==> src/rtl/sd_spi_burst_engine.sv <==
// sd_spi_burst_engine
//   SPI mode 0 (MSB first) byte engine for an SD card in SPI mode. Runs bursts of
//   len_i+1 bytes. The SCLK half-period is div_i+1 clk. Each burst either streams
//   tx bytes or sends FILL_BYTE. CS can be held after a burst, or kept deasserted
//   for the power-up clock train.
//
//   Stream handshakes: a byte moves on a rising clk edge where valid and ready
//   are both 1. A producer keeps valid and data stable until that edge.
//   rx_valid_o is held with a stable rx_data_o until rx_ready_i accepts it.
//   tx_ready_o is a combinational function of state and abort_i.
//
// Ports
//   clk, reset                 system clock, asynchronous active-high reset
//   start_i, div_i, len_i      burst request and its parameters (latched at start)
//   tx_mode_i, cs_hold_i       tx stream vs fill byte; keep CS low after burst
//   cs_inactive_i              run the burst with CS deasserted
//   abort_i                    synchronous abort, releases CS
//   tx_data_i/valid_i/ready_o  tx byte stream
//   rx_data_o/valid_o/ready_i  rx byte stream
//   busy_o, done_o             burst in progress, 1-cycle end pulse
//   sd_clk_o, sd_cs_n_o,       SD pins
//   sd_mosi_o, sd_miso_i
//   state_o                    current FSM state (debug)
module sd_spi_burst_engine #(
    parameter int         DIV_W     = 8,
    parameter int         LEN_W     = 10,
    parameter logic [7:0] FILL_BYTE = 8'hFF
) (
    input  logic             clk,
    input  logic             reset,
    input  logic             start_i,
    input  logic [DIV_W-1:0] div_i,
    input  logic [LEN_W-1:0] len_i,
    input  logic             tx_mode_i,
    input  logic             cs_hold_i,
    input  logic             cs_inactive_i,
    input  logic             abort_i,
    input  logic [7:0]       tx_data_i,
    input  logic             tx_valid_i,
    output logic             tx_ready_o,
    output logic [7:0]       rx_data_o,
    output logic             rx_valid_o,
    input  logic             rx_ready_i,
    output logic             busy_o,
    output logic             done_o,
    output logic             sd_clk_o,
    output logic             sd_cs_n_o,
    output logic             sd_mosi_o,
    input  logic             sd_miso_i,
    output logic [2:0]       state_o
);

    typedef enum logic [2:0] {
        S_IDLE    = 3'd0,
        S_LOAD    = 3'd1,
        S_LOW     = 3'd2,
        S_HIGH    = 3'd3,
        S_HANDOFF = 3'd4,
        S_END     = 3'd5
    } state_t;

    localparam logic [DIV_W-1:0] DIV_ONE = {{(DIV_W-1){1'b0}}, 1'b1};
    localparam logic [LEN_W-1:0] LEN_ONE = {{(LEN_W-1){1'b0}}, 1'b1};

    state_t           state_q, state_d;
    logic [DIV_W-1:0] div_q, div_cnt_q;
    logic [LEN_W-1:0] len_q, byte_cnt_q;
    logic             tx_mode_q, cs_hold_q, cs_inact_q, cs_active_q;
    logic [2:0]       bit_cnt_q;
    logic [7:0]       tx_sh_q, rx_sh_q;
    logic             fill_mode, half_done, last_byte;

    assign fill_mode = !tx_mode_q || cs_inact_q;
    assign half_done = (div_cnt_q == div_q);
    // Termination compares before incrementing, so byte_cnt never wraps even at len=max.
    assign last_byte = (byte_cnt_q == len_q);

    always_ff @(posedge clk or posedge reset) begin
        if (reset) state_q <= S_IDLE;
        else       state_q <= state_d;
    end

    always_comb begin
        state_d = state_q;
        if (abort_i) begin
            state_d = S_IDLE;
        end else begin
            case (state_q)
                S_IDLE:    if (start_i) state_d = S_LOAD;
                S_LOAD:    if (fill_mode || tx_valid_i) state_d = S_LOW;
                S_LOW:     if (half_done) state_d = S_HIGH;
                S_HIGH:    if (half_done) state_d = (bit_cnt_q == 3'd7) ? S_HANDOFF : S_LOW;
                S_HANDOFF: if (rx_ready_i) state_d = last_byte ? S_END : S_LOAD;
                S_END:     state_d = S_IDLE;
                default:   state_d = S_IDLE;
            endcase
        end
    end

    // Datapath: burst parameters, counters, shift registers, CS latch.
    always_ff @(posedge clk or posedge reset) begin
        if (reset) begin
            div_q       <= '0;
            len_q       <= '0;
            tx_mode_q   <= 1'b0;
            cs_hold_q   <= 1'b0;
            cs_inact_q  <= 1'b0;
            cs_active_q <= 1'b0;
            byte_cnt_q  <= '0;
            bit_cnt_q   <= 3'd0;
            div_cnt_q   <= '0;
            tx_sh_q     <= 8'h00;
            rx_sh_q     <= 8'h00;
        end else begin
            case (state_q)
                S_IDLE: begin
                    if (start_i) begin
                        div_q       <= div_i;
                        len_q       <= len_i;
                        tx_mode_q   <= tx_mode_i;
                        cs_hold_q   <= cs_hold_i;
                        cs_inact_q  <= cs_inactive_i;
                        byte_cnt_q  <= '0;
                        cs_active_q <= !cs_inactive_i;
                    end
                end
                S_LOAD: begin
                    tx_sh_q   <= fill_mode ? FILL_BYTE : tx_data_i;
                    bit_cnt_q <= 3'd0;
                    div_cnt_q <= '0;
                end
                S_LOW: begin
                    div_cnt_q <= half_done ? '0 : div_cnt_q + DIV_ONE;
                    // The LOW->HIGH transition is the SCLK rising edge.
                    if (half_done) rx_sh_q <= {rx_sh_q[6:0], sd_miso_i};
                end
                S_HIGH: begin
                    div_cnt_q <= half_done ? '0 : div_cnt_q + DIV_ONE;
                    if (half_done && bit_cnt_q != 3'd7) begin
                        tx_sh_q   <= {tx_sh_q[6:0], 1'b1};
                        bit_cnt_q <= bit_cnt_q + 3'd1;
                    end
                end
                S_HANDOFF: begin
                    if (rx_ready_i) begin
                        if (!last_byte)     byte_cnt_q  <= byte_cnt_q + LEN_ONE;
                        else if (!cs_hold_q) cs_active_q <= 1'b0;
                    end
                end
                default: ;
            endcase
            if (abort_i) cs_active_q <= 1'b0;
        end
    end

    always_comb begin
        tx_ready_o = (state_q == S_LOAD) && !fill_mode && !abort_i;
        rx_valid_o = (state_q == S_HANDOFF);
        rx_data_o  = rx_sh_q;
        busy_o     = (state_q != S_IDLE);
        done_o     = (state_q == S_END);
        sd_clk_o   = (state_q == S_HIGH);
        sd_mosi_o  = (state_q == S_LOW || state_q == S_HIGH) ? tx_sh_q[7] : 1'b1;
        sd_cs_n_o  = !cs_active_q;
        state_o    = state_q;
    end

endmodule

==> config.mk <==
export PLATFORM = sky130hd
export DESIGN_NAME = sd_spi_burst_engine
export DESIGN_NICKNAME = d
export VERILOG_FILES = /design/src/rtl/sd_spi_burst_engine.sv
export SDC_FILE = /design/constraint.sdc
export NUM_CORES = 1
export LEC_CHECK = 0
export ABC_AREA = 1
export CORE_MARGIN = 1.5
export CORE_UTILIZATION = 32
export CTS_BUF_LIST = sky130_fd_sc_hd__clkbuf_4
export DETAILED_ROUTE_END_ITERATION = 12
export DONT_BUFFER_PORTS = 1
export GPL_ROUTABILITY_DRIVEN = 0
export RECOVER_POWER = 50
export SYNTH_ARGS = -nofsm -noshare
export SYNTH_HDL_FRONTEND = slang
export SYNTH_SLANG_ARGS = --single-unit
==> constraint.sdc <==
create_clock -name clk -period 2.4 [get_ports clk]
set_input_delay 0.24 -clock clk [delete_from_list [all_inputs] [get_ports clk]]
set_output_delay 0.24 -clock clk [all_outputs]
set_load 0.05 [all_outputs]
Word-level counts from Yosys, hierarchy flattened
Cells that the tools add are included.
{ "word_totals": {"reg_bits": 62, "elab_cells": 86} }
{ "classes": {"n_addsub": 3, "n_eq_ne": 20, "n_mux": 27, "n_reduce_logical": 24} }
{ "ops": {"columns": ["operator", "count"], "rows": [
  ["one-hot mux 8 bit (2 select lines)", 2],
  ["2-to-1 mux 10 bit", 3],
  ["2-to-1 mux 3 bit", 9],
  ["2-to-1 mux 8 bit", 3],
  ["one-hot mux 10 bit (2 select lines)", 1],
  ["!= test 3 bit (second input constant)", 5],
  ["one-hot mux 3 bit (5 select lines)", 1],
  ["adder 10 x 1 -> 10 bit (second input constant)", 1],
  ["== test 10 bit", 1],
  ["AND reduction 5 bit", 2],
  ["== test 3 bit (second input constant)", 3],
  ["!= test 3 x 2 -> 1 bit (second input constant)", 3],
  ["adder 8 x 1 -> 8 bit (second input constant)", 1],
  ["== test 8 bit", 1],
  ["== test 3 x 2 -> 1 bit (second input constant)", 2],
  ["2-to-1 mux 1 bit", 6],
  ["one-hot mux 3 bit (2 select lines)", 1],
  ["AND reduction 2 bit", 3],
  ["nonzero test 2 bit", 3],
  ["nonzero test 3 bit", 2],
  ["zero test 1 bit", 5],
  ["!= test 2 x 1 -> 1 bit (second input constant)", 2],
  ["!= test 2 bit (second input constant)", 2],
  ["AND reduction 4 bit", 1],
  ["7 further kinds", 11]
]} }

Depth between registers and ports, before layout
Gate-level depths: netlist of run 1.
{ "depth": {"word_depth": 6, "ltp_mapped": 12, "ltp_nobuf": 12} }

Worst setup path before layout of run 1
No wires, ideal clock.
{ "synth_path": {"path_type": "reg-to-reg", "start": "register state_q[0] (netlist: state_o[0])", "end": "register state_q[1] (netlist: state_o[1])", "arrival_ns": 2.505, "path_slack_ns": -0.234, "path_stages_with_launch": 6, "path_buffers": 0, "period_less_slack_ns": 2.634, "path_cell_list": "dfrtp_1 -> nand3_1 -> nor3_1 -> a21oi_1 -> nand3_1 -> o21ai_0"} }
{ "synth_between": {"elab_chain_cells": 3, "word_cells_on_any_way": 13, "classes_between": "eq/ne: 9; mux: 2; reduce/logical: 2"} }
{ "synth_rtl": {"columns": ["element", "line_no", "source"], "rows": [
  ["from (decl)", "65", "state_t state_q, state_d;"],
  ["from (signal assigned)", "80", "else state_q <= state_d;"],
  ["== test 3 x 1 -> 1 bit (tied with other cells)", "88", "case (state_q)"],
  ["!= test 3 bit (no line) (tied with other cells)", null, null],
  ["AND reduction 5 bit (no line) or 2-to-1 mux 3 bit (tied branches)", null, null]
]} }
Parallel ways exist; a longest one is shown, timed or not.
A chain may end at the register's enable or synchronous reset.

Final worst setup path of run 1
{ "layout_path": {"start": "register state_q[1] (netlist: state_o[1])", "end": "output tx_ready_o"} }
{ "layout_between": {"elab_chain_cells": 3} }
{ "layout_rtl": {"columns": ["element", "line_no", "source"], "rows": [
  ["== test 3 x 1 -> 1 bit", "157", "tx_ready_o = (state_q == S_LOAD) && !fill_mode && !abort_i;"],
  ["logical AND 1 bit (2 in a row)", "157", null],
  ["to (decl)", "40", "output logic tx_ready_o,"]
]} }
No other way between the ends.

==> run metrics, run 1 <==
run status finished, violations left; violations in the final reports max-capacitance violations, max-slew violations; number of cells on the worst reg-to-reg path 10; area of the die 0.0106 mm2; worst hold-check path type in -> reg; post-route core utilization 0.390; Tcrit/Tclk final 0.801; vias in the first global route 2586; async set-reset flop share out of synthesis 1.00; number of setup violations in the final report 0; number of buffers created by CTS 9; switching part of the total 0.389; # resized after CTS 0; number of cells produced by synthesis 387; net switching component of the power 0.00143 W; crit path time final 1.92 ns; clock transition time at the flip-flop clock pins of the worst setup and hold paths 0.10 ns; Residual DRC 0; number of input and output port buffers inserted 0; Initial Util 0.330; crit path DAT 1.68 ns; setup slack of the most critical reg-to-reg path 0.49 ns; mean cell area of the mapped netlist 8.29 um2; remaining antenna violation count 0; num rows 36; share of the yosys chip area belonging to registers 0.484; share of total power in combinational logic 0.366; most common flop cell mapped by yosys dfrtp_1; number of flops mapped to enable cells by yosys 0; achievable frequency 520 MHz; most used cell along the critical path buf_4; fraction of layout cells with a size suffix above 1 0.117; number of antenna violations at the first check in global routing 0; detailed-route wire length 6970 um; clk sinks 62; wire length of the first global-routing pass 11600 um; worst-margin pin slew 1.55 ns; crit path capture tx_ready_o; Critical Path RT 2.16 ns; part of the power in registers 0.422; number of synthesis warnings 0; CORE AREA 0.00973 mm2; Max rail drop VDD 0.314 mV; summed negative setup slack over all endpoints 0 ns; power density over cell area 973 mW/mm2; Critical R2R Launch state_o[0]$_DFFE_PP0P_; launch point of the critical path state_o[1]$_DFFE_PP0P_; Leak Pwr 1.80 nW; cell chain of the critical path buf_4, inv_1, nand3_1, nor3_2, buf_4; Longest Clk Path Bufs 2; kind of end point of the critical path output port; width of the die 103 um; Crit Path Max Fanout 5; global routing usage summed across all routing layers 0.142; number of slew-limit violations in the final report 63; Cell variety after synth 32; boundary pin count 54; setup repair after global routing missed its margin no; vias after detailed routing 2575; total number of nets in the final design 463; WHS 0.0300 ns; normalized max-slew margin -0.0317; Vias per Instance 4.59; routed length per placed instance 12.4 um; final clock skew 0.0105 ns; clk_lat worst skew 0.40 ns; CTS tree yes; synthesis-stage register bit count 62; Final Hold Viols 0; overall die height 103 um; worst-path cell with the longest stage delay dfrtp_1; Detailed Place HPWL 5080 um; number of buffers inserted to repair setup after CTS 0; total non-filler cell area in the finished layout 0.00379 mm2; largest net degree at the start of global routing 63; number of optimization iterations in the first detailed-route pass 4; relative contribution of the clock network to total power 0.212; internal power summed over all cells 0.00226 W; Mapped Area 0.00321 mm2; critical path start-end classification reg -> out; CTS Root Buffer Type clkbuf_4; Critical Path Source Type register; deepest level of the CTS H-tree 3; global route overflow 0; initial detailed-routing violation count 64; Max Cap Viol 1; final antenna diode count 0; r2r endpoint bit_cnt_q[1]$_DFFE_PP0P_; synth-to-layout area growth 18.2%; instance area after placement 0.00339 mm2; Largest stage delay, worst path 0.37 ns; Net Count, Synth 427
per-layer routing:
| layer | part of all wire | wire, um | GRT usage |
|---|---|---|---|
| met1 | 0.44 | 3050 | 0.166 |
| met2 | 0.48 | 3380 | 0.237 |
| met3 | 0.060 | 418 | 0.0536 |
| met4 | 0.019 | 129 | 0.0520 |
| met5 | 0 | 0 | 0 |
synth_stat cells (all sizes together) (6+ instances only):
cell	instances	area share
xor2	6	0.016
xnor2	10	0.027
dfrtp	62	0.48
nand2	97	0.12
o21ai	40	0.064
nand4	6	0.012
inv	54	0.063
a21oi	17	0.027
nor2	37	0.051
buf	7	0.014
nand3	19	0.030
mux2	13	0.046
area by class of cell:
class | instances | area [um2]
Clock inverter | 6 | 76.3
Tap cell | 133 | 166
Clock buffer | 10 | 75.1
Inverter | 54 | 203
Sequential cell | 62 | 1550
Timing Repair Buffer | 33 | 308
Fill cell | 1039 | 5940
Multi-Input combinational cell | 263 | 1410
registers in the layout, indices dropped and copies added (netlist names):
name and flops:
len_q 10, byte_cnt_q 10, rx_data_o 8, bit_cnt_q 3, cs_inact_q 1, cs_hold_q 1, state_o 3, tx_sh_q 8
div_q 8, cs_active_q 1, tx_mode_q 1, div_cnt_q 8
stage by stage:
| step | worst slack, ns | instances | power [W] |
|---|---|---|---|
| 2_1_floorplan | 0.215 | 387 | 0.00266 |
| 3_3_place_gp | 0.551 | 520 | 0.00288 |
| 3_5_place_dp | 0.516 | 520 | 0.00291 |
| 4_1_cts | 0.443 | 561 | 0.00375 |
| 5_1_grt | 0.306 | 561 | 0.00400 |
| 6_report | 0.478 | 561 | 0.00369 |
cells by family after synthesis:
logic type	after synthesis	share of synthesized area
AO/OA/AOI/OAI	59	0.0948
XOR/XNOR	16	0.0437
adder cells (fa/ha/maj)	4	0.0156
buffers and inverters	62	0.0792
flip-flops	62	0.484
multiplexers	14	0.0488
AND/OR/NAND/NOR	170	0.234
worst min-delay path by stage:
stage / slack [ns] / cells after the start / from / to
2_1_floorplan: 0.37 / 1 / div_i[0] / div_q[0]$_DFFE_PP0P_
3_3_place_gp: 0.37 / 1 / div_i[0] / div_q[0]$_DFFE_PP0P_
3_5_place_dp: 0.38 / 1 / len_i[7] / len_q[7]$_DFFE_PP0P_
4_1_cts: 0.002 / 3 / cs_inactive_i / cs_active_q$_DFFE_PP0P_
5_1_grt: 0.02 / 3 / cs_inactive_i / cs_active_q$_DFFE_PP0P_
6_report: 0.03 / 3 / cs_inactive_i / cs_active_q$_DFFE_PP0P_
repair_timing:
item / CTS / global route
setup endpoints to repair: 0 / 0
hold buffers: 25 / 0
hold endpoints to repair: 86 / 0
placed cells by master, fill, tap and decap left out, types with 11 or more instances in the layout:
cell type / count
nand3_1: 19
a21oi_1: 17
dlygate4sd3_1: 25
o21ai_0: 31
mux2_2: 11
inv_1: 49
nor2_1: 33
nand2_1: 92
dfrtp_1: 62
worst max-delay path, delay by kind of cell, from the launching register on:
family | cells | cell delay, ns
and+or+nand+nor | 2 | 0.37
DFF | 1 | 0.37
buffers and inverters | 3 | 0.53
power by group through the flow:
| stage | Clock [W] | Combinational, W | Sequential, W |
|---|---|---|---|
| global route | 0.000867 | 0.00153 | 0.00160 |
| detailed placement | 0 | 0.00133 | 0.00158 |
| floorplan | 0 | 0.00106 | 0.00161 |
| CTS | 0.000824 | 0.00137 | 0.00156 |
| finish | 0.000782 | 0.00135 | 0.00156 |
| global placement | 0 | 0.00130 | 0.00158 |
(Power assumes the default switching activity.)
==> run 2, diff against run 1 <==
clock period = 1.85 ns   (was 2.4 ns; I/O delays follow)
==> run 2 against run 1 <==
Against the previous run:
- the run now ends clean
- global-route usage grew 0.28 points
- power grew 28%
- register-to-register slack lost 0.35 ns
- die area is the same
- non-clock buffer count grew 6
- sequential power grew 32%
- sequential share of layout area shrank 0.54 points
- sequential cell count is the same
- core utilization grew 0.62 points
- clock power is essentially flat
- routed wire length grew 0.76%
- cell count grew 1.1%
==> run metrics, run 2 (synthesis gave the netlist of run 1 again) <==
GR Layer Usage met1 0.173; clk sinks 62; leading registers by flop count byte_cnt_q (10), len_q (10); number of fill cells in the layout 1024; launch point of the critical path state_o[1]$_DFFE_PP0P_; source of the worst hold timing path tx_data_i[4]; combined buffer and inverter count along the critical path 3; largest net degree at the start of global routing 44; Residual DRC 0; Max rail drop VDD 0.502 mV; normalized max-slew margin 0.484; overall die height 103 um; number of input and output port buffers inserted 0; Longest Clk Path Bufs 2; most common cell after layout, fill and taps aside nand2_1; vias in the first global route 2556; number of slew-limit violations in the final report 0; deepest level of the CTS H-tree 3; CTS Root Buffer Type clkbuf_4; number of setup violations in the final report 0; Initial Util 0.330; clock transition time at the flip-flop clock pins of the worst setup and hold paths 0.10 ns; power density over cell area 1220 mW/mm2; setup slack of the critical path after layout 0.0725 ns; post-route core utilization 0.396; synth-to-layout area growth 20.1%; Leak Pwr 1.81 nW; Largest stage delay, worst path 0.42 ns; number of buffers created by CTS 9; Vias per Instance 4.51; achievable frequency 563 MHz; Critical Path Source Type register; Tcrit/Tclk final 0.961; remaining antenna violation count 0; global routing usage summed across all routing layers 0.145; final antenna diode count 0; dpl ws 0.218 ns; crit path time final 1.78 ns; area of the die 0.0106 mm2; initial detailed-routing violation count 83; fraction of layout cells with a size suffix above 1 0.150; part of the power in registers 0.437; GRT met2 Usage 0.236; share of total power in combinational logic 0.397; width of the die 103 um; number of optimization iterations in the first detailed-route pass 4; worst-path cell with the longest stage delay dfrtp_2; num rows 36; clk_lat worst skew 0.41 ns; global routing met3 resource utilization 0.0644; worst-margin pin slew 0.773 ns; Final Hold Viols 0; relative contribution of the clock network to total power 0.166; most frequent cells in the layout 90 x nand2_1, 59 x dfrtp_1, 48 x inv_1; layer with the highest usage after global routing met2; most used cell along the critical path nor2_4; CORE AREA 0.00973 mm2; Critical R2R Launch state_o[1]$_DFFE_PP0P_; cell chain of the critical path buf_4, nor2_4, inv_2, nor2_4, clkinvlp_4; total number of nets in the final design 469; net switching component of the power 0.00194 W; detailed-route wire length 7020 um; wire length of the first global-routing pass 11600 um; vias after detailed routing 2555; Crit Path Max Fanout 3; WHS 0.0412 ns; final clock skew 0.0123 ns; worst hold-check path type in -> reg; crit path DAT 1.59 ns; instance count after placement with tap cells included 523; setup repair after global routing missed its margin yes; routed length per placed instance 12.4 um; boundary pin count 54; Detailed Place HPWL 5170 um; post-route insts no fill 567; number of antenna violations at the first check in global routing 0; kind of end point of the critical path output port; run status finished, final reports clean; internal power summed over all cells 0.00277 W; Critical Path RT 1.66 ns; switching part of the total 0.412; critical path start-end classification reg -> out; CP top delay family buffers and inverters; CTS tree yes; global route overflow 0; Max Cap Viol 0
==> run 2: cell count changes in the layout (fill, tap and decap cells not counted), moves of 2 or more <==
cell        change
buf_4           +3
bufinv_16       -2
clkbuf_4        +2
clkinv_1        -3
clkinv_2        +2
clkinvlp_4      +2
dfrtp_1         -3
dfrtp_2         +3
nand2_1         -2
nand2_2         +2
nor2_2          -2
nor2_4          +2
==> run 2: path summary, 6_finish.rpt <==
| kind | slack, ns | to | cells after the start |
|---|---|---|---|
| min reg2reg | 0.49 | tx_sh_q[0]$_DFFE_PP0P_ | 2 |
| max | 0.07 | busy_o | 5 |
| max in group asynchronous | 0.35 | state_o[2]$_DFFE_PP0P_ | 3 |
| min in group asynchronous | 0.34 | tx_sh_q[3]$_DFFE_PP0P_ | 2 |
| min | 0.04 | tx_sh_q[4]$_DFFE_PP0P_ | 4 |
| max reg2reg | 0.14 | len_q[7]$_DFFE_PP0P_ | 7 |
==> run 2: cell type report <==
| cell class | instances | area (um2) | share of cell area |
|---|---|---|---|
| clock buffer | 11 | 82.6 | 0.0214 |
| inverter | 54 | 206 | 0.0536 |
| tap | 133 | 166 | 0.0432 |
| clock inverter | 5 | 26.3 | 0.00682 |
| sequential | 62 | 1560 | 0.404 |
| multi-input combinational | 263 | 1450 | 0.375 |
| timing repair buffer | 39 | 369 | 0.0958 |
==> run 2: power by group through the flow <==
stage | combinational (W) | sequential [W] | clock [W]
CTS | 0.00184 | 0.00205 | 0.000824
global placement | 0.00171 | 0.00208 | 0
detailed placement | 0.00175 | 0.00209 | 0
global route | 0.00214 | 0.00211 | 0.000892
floorplan | 0.00138 | 0.00209 | 0
finish | 0.00187 | 0.00206 | 0.000779
==> run 2: layer usage <==
| metal | up-vias | part of all wire |
|---|---|---|
| li1 | 1319 | - |
| met1 | 1181 | 0.46 |
| met2 | 46 | 0.48 |
| met3 | 9 | 0.054 |
| met4 | 0 | 0.010 |
| met5 | - | 0 |
==> run 2: stage by stage <==
step / TNS [ns] / total power (W) / area [um2]
2_1_floorplan: -0.0394 / 0.00348 / 3230
3_3_place_gp: 0 / 0.00378 / 3440
3_5_place_dp: 0 / 0.00383 / 3440
4_1_cts: 0 / 0.00472 / 3830
5_1_grt: -0.0715 / 0.00514 / 3850
6_report: 0 / 0.00471 / 3850
==> run 2: what timing repair did <==
| item | in CTS | in global routing |
|---|---|---|
| endpoints found under the hold margin | 46 | 0 |
| setup endpoints to repair | 1 | 3 |
| buffers inserted | 1 | 1 |
| resized for setup | 4 | 6 |
| pin swaps | 1 | 1 |
| hold buffers | 26 | 0 |
==> run 2: worst register-to-register path, stage by stage (launching register included) <==
cell	delay (ns)
dfrtp_2	0.42
buf_4	0.16
nor2_4	0.10
inv_2	0.07
nor2_4	0.15
nand2_1	0.12
buf_4	0.24
mux2_1	0.34
